### src/rtl/debounce_sync.sv
// Debouncer: synchronizes a raw asynchronous input, then commits a new level only
// after it has been stable for STABLE_CYCLES synchronized clocks. Emits edge pulses.
module debounce_sync #(
  parameter int   SYNC_STAGES   = 2,
  parameter int   STABLE_CYCLES = 1000,
  parameter int   CNT_W         = 16,
  parameter logic INIT          = 1'b0
) (
  input  logic       clk,
  input  logic       clr,
  input  logic       d,
  output logic       q,
  output logic       qn,
  output logic       rise,
  output logic       fall,
  output logic       busy,
  output logic [1:0] dbg_state
);

  typedef enum logic [1:0] {
    ST_LOW       = 2'd0,
    ST_WAIT_HIGH = 2'd1,
    ST_HIGH      = 2'd2,
    ST_WAIT_LOW  = 2'd3
  } state_e;

  localparam logic [CNT_W-1:0] CNT_LAST = CNT_W'(STABLE_CYCLES - 1);
  localparam state_e           ST_RESET = INIT ? ST_HIGH : ST_LOW;

  logic [SYNC_STAGES-1:0] sync_q, sync_d;
  logic                   ds;
  state_e                 state_q, state_d;
  logic [CNT_W-1:0]       cnt_q, cnt_d;
  logic                   q_q, q_d;
  logic                   qn_q, qn_d;
  logic                   rise_q, rise_d;
  logic                   fall_q, fall_d;
  logic                   busy_q, busy_d;

  assign ds = sync_q[SYNC_STAGES-1];

  always_comb begin
    sync_d  = {sync_q[SYNC_STAGES-2:0], d};
    state_d = state_q;
    cnt_d   = cnt_q;
    q_d     = q_q;
    rise_d  = 1'b0;
    fall_d  = 1'b0;
    unique case (state_q)
      ST_LOW: begin
        if (ds) begin
          state_d = ST_WAIT_HIGH;
          cnt_d   = CNT_W'(1);
        end else begin
          cnt_d = '0;
        end
      end
      ST_WAIT_HIGH: begin
        if (!ds) begin
          // Bounce: abandon the candidate edge without touching q.
          state_d = ST_LOW;
          cnt_d   = '0;
        end else if (cnt_q == CNT_LAST) begin
          state_d = ST_HIGH;
          cnt_d   = '0;
          q_d     = 1'b1;
          rise_d  = 1'b1;
        end else begin
          cnt_d = cnt_q + CNT_W'(1);
        end
      end
      ST_HIGH: begin
        if (!ds) begin
          state_d = ST_WAIT_LOW;
          cnt_d   = CNT_W'(1);
        end else begin
          cnt_d = '0;
        end
      end
      ST_WAIT_LOW: begin
        if (ds) begin
          state_d = ST_HIGH;
          cnt_d   = '0;
        end else if (cnt_q == CNT_LAST) begin
          state_d = ST_LOW;
          cnt_d   = '0;
          q_d     = 1'b0;
          fall_d  = 1'b1;
        end else begin
          cnt_d = cnt_q + CNT_W'(1);
        end
      end
      default: begin
        state_d = ST_RESET;
        cnt_d   = '0;
      end
    endcase
    qn_d   = ~q_d;
    busy_d = (state_d == ST_WAIT_HIGH) || (state_d == ST_WAIT_LOW);
  end

  always_ff @(posedge clk) begin
    if (clr) begin
      sync_q  <= {SYNC_STAGES{INIT}};
      state_q <= ST_RESET;
      cnt_q   <= '0;
      q_q     <= INIT;
      qn_q    <= ~INIT;
      rise_q  <= 1'b0;
      fall_q  <= 1'b0;
      busy_q  <= 1'b0;
    end else begin
      sync_q  <= sync_d;
      state_q <= state_d;
      cnt_q   <= cnt_d;
      q_q     <= q_d;
      qn_q    <= qn_d;
      rise_q  <= rise_d;
      fall_q  <= fall_d;
      busy_q  <= busy_d;
    end
  end

  assign q         = q_q;
  assign qn        = qn_q;
  assign rise      = rise_q;
  assign fall      = fall_q;
  assign busy      = busy_q;
  assign dbg_state = state_q;

endmodule

### config.mk
export PLATFORM = sky130hd
export DESIGN_NAME = debounce_sync
export DESIGN_NICKNAME = d
export VERILOG_FILES = /design/src/rtl/debounce_sync.sv
export SDC_FILE = /design/constraint.sdc
export NUM_CORES = 1
export LEC_CHECK = 0
export BUFFER_PORTS_ARGS = -buffer_cell sky130_fd_sc_hd__buf_4
export CORE_MARGIN = 1
export CORE_UTILIZATION = 50
export DETAILED_ROUTE_END_ITERATION = 16
export PLACE_DENSITY = 0.84
export SLEW_MARGIN = 20
export SYNTH_ARGS = -nofsm -noshare
export SYNTH_HDL_FRONTEND = slang
export SYNTH_SLANG_ARGS = --single-unit
### constraint.sdc
create_clock -name clk -period 1.7 [get_ports clk]
set_input_delay 0.085 -clock clk [delete_from_list [all_inputs] [get_ports clk]]
set_output_delay 0.085 -clock clk [all_outputs]
set_load 0.005 [all_outputs]
==> reports/qor.yml <==
worst_ep_arrival_time_ps: 1820
largest_net_degree_at_the_start_of_global_routing: 16
flip_flop_and_latch_count_after_synthesis: 25
synth.top_cells.by_area: "sky130_fd_sc_hd__dfxtp_1, sky130_fd_sc_hd__xnor2_1, sky130_fd_sc_hd__nor2_1"
cellPowerDensity_nw_per_um2: 712
seq_area_frac_synth_pct: 47.0
post_synth_num_cell_types: 31
grt_antenna_before_repair: 0
io-pin-count: 10
detail_route.vias_per_cell: 5.28
detail_route.wirelength_um: 1970
syn-num-nets: 113
library_cell_with_the_highest_instance_count_after_synthesis: "sky130_fd_sc_hd__dfxtp_1"
area.sequential_um2: 502
finalCoreUtilization_pct: 63.8
outcome: "complete, no violations"
final_max_slew_viol_count: 0
worstSetupStartpointType: "flip-flop"
yosysWarningCount: 0
post_route_cells_drive_above_1_share_pct: 20.8
number_of_synthesized_flops_with_an_enable_pin: 0
endpoint_kind: "flip-flop"
detail-route-antenna-nets: 0
fillCellCount: 157
p_leak_uw: 0.000426
synth_top_area_share_pct: 47.0
slew_headroom_pct: 77.1
grt_use_total_pct: 19.7
placer_s_final_routability_congestion_estimate: 0.801
clk_pin_slew_worst_setup_hold_paths_ps: 130
fp-row-count: 16
overflow: 0
die-width_um: 48.1
min-delay-path-class: "reg2reg"
diodes: 0
vdd_ir_drop_max_mv: 0.429
route.vias.total: 829
wire_length_of_the_first_global_routing_pass_um: 3060
hpwl_um: 1430
crit_chain: "ha_1, and4bb_2, nand4_2, mux2_1, a31o_1"
synthTopCellsByCount: "sky130_fd_sc_hd__dfxtp_1, sky130_fd_sc_hd__nor2_1, sky130_fd_sc_hd__xnor2_1, sky130_fd_sc_hd__nand2_1, sky130_fd_sc_hd__nor3_1"
core_region_area_um2: 1980
synth_area_leader_cell: "sky130_fd_sc_hd__dfxtp_1"
io_buffers: 9
synthesis.area_per_instance_um2: 9.77
synth-main-ff-cell: "sky130_fd_sc_hd__dfxtp_1"
drtIter0Drc: 16
fmax_ghz: 0.625
crit_fanout: 2
fin_worst_hold_slack_ps: 469
critPathTopFamily: "simple AND/OR/NAND/NOR gates"
wire_per_inst_um: 12.6
cts_made_buffers: 3
layout-area-overhead-vs-synth_pct: 18.7
cts_post_setup_buffers_inserted: 0
fin_skew_ps: 6.95
die_height_um: 48.1
die_area_um2: 2320
cts_buffer_depth: 2
initial_utilization_pct: 53.7
critical_path_buf_inv_count: 0
multi_input_gate_area_um2: 546
setup_viol: 0
maxCapViolCount: 0
ws_path_type: "reg2reg"
number_of_global_route_vias_before_repair: 666
cpMaxStageDelayCell: "sky130_fd_sc_hd__dfxtp_1"
setup_repair_after_global_routing_missed_its_margin: "no"
synthesis.instances: 109
syn_area_um2: 1060
cts_tree: "built"
layout.nets: 135
worst-endpoint-required_ps: 1920
worst_slew_pin_slew_ps: 341
final.period_utilization_pct: 94.2
worst_skew_pair_latency_ps: 310
drt_drc_violations_left: 0
firstDrtPassIters: 4
synth-async-reset-ratio_pct: 0
cts_sinks: 25
final_hold_vio_count: 0
clock-root-buffer: "sky130_fd_sc_hd__clkbuf_4"
htreeDepth: 1
final.setup.tns_ps: 0
timing.critical_path.slowest_cell_delay_ps: 360
layout_min_cycle_time_ps: 1600
[layout by cell type (no fill, tap or decap), drive strengths merged]
master and count:
dfxtp 25, nor2 17, buf 16, xnor2 11
nand3 7, nand2 6, nor3 6, inv 4
nor4 4, nand2b 3, clkbuf 3, nand4 3
a21oi 2, xor2 2, and2 2, nor2b 2
dlygate4sd3 2, and4bb 2, nor4b 1, and3b 1
and4b 1, a21boi 1, mux2i 1, or3 1
o31ai 1, or4 1, mux2 1, a31oi 1
a31o 1, ha 1, clkinv 1
[routing by layer]
metal  global-route usage (%)  vias up  wire length, um
met5                        0        -                0
met4                     8.33        0               38
met3                     3.33        4               71
met2                     28.8       21              917
met1                     28.6      383              947
li1                         -      421                -
[registers in the layout (all words and copies together), names as in the netlist]
signal	flops
busy	1
q	1
qn	1
fall	1
sync_q	2
cnt_q	16
rise	1
dbg_state	2
[final cells by class]
class	count	area share (%)
clock buffers	3	1.78
clock inverters	1	0.396
inverters	4	1.19
multi-input cells	79	43.2
flip-flops and latches	25	39.7
well taps	27	2.67
repair buffers	18	11.1
[report_power, final]
part,internal (uW),leakage (uW),switching [uW]
combinational,25.8,0.000206,17.0
clock,87.7,0.0000177,165
sequential,597,0.000203,6.77
[kinds of logic (layout without fill, tap and decap cells)]
kind of cell	Yosys count	count (layout)	synth area share, %
XOR/XNOR	13	13	10.7
AO/OA/AOI/OAI	6	6	3.76
adder cells (fa/ha/maj)	1	1	1.17
buffers and inverters	5	26	1.76
AND/OR/NAND/NOR	57	57	33.6
multiplexers	2	2	2.00
flip-flops	25	25	47.0
[stage by stage]
stage                     cells  total power [uW]  setup WS [ps]  cell area [um2]
after global routing        157               950           41.3             1260
after global placement      151               653            112             1210
after detailed placement    151               655            104             1210
after CTS                   157               906           77.8             1260
after floorplan             109               633           5.25             1060
final                       157               899           98.9             1260
[path summary, 6_finish.rpt]
check                               start  slack [ps]   endpoint  depth (start not counted)
worst min register to register  sync_q[0]         470  sync_q[1]                          1
worst max register to register   cnt_q[0]         100         qn                          5
worst max-delay path             cnt_q[0]         100         qn                          5
worst min-delay path            sync_q[0]         470  sync_q[1]                          1
[repair_timing]
action,CTS,global route
hold buffers,2,0
setup endpoints to repair,0,2
resized for setup,0,1
hold endpoints to repair,6,0
No activity file was read; power rests on OpenSTA's default activity.
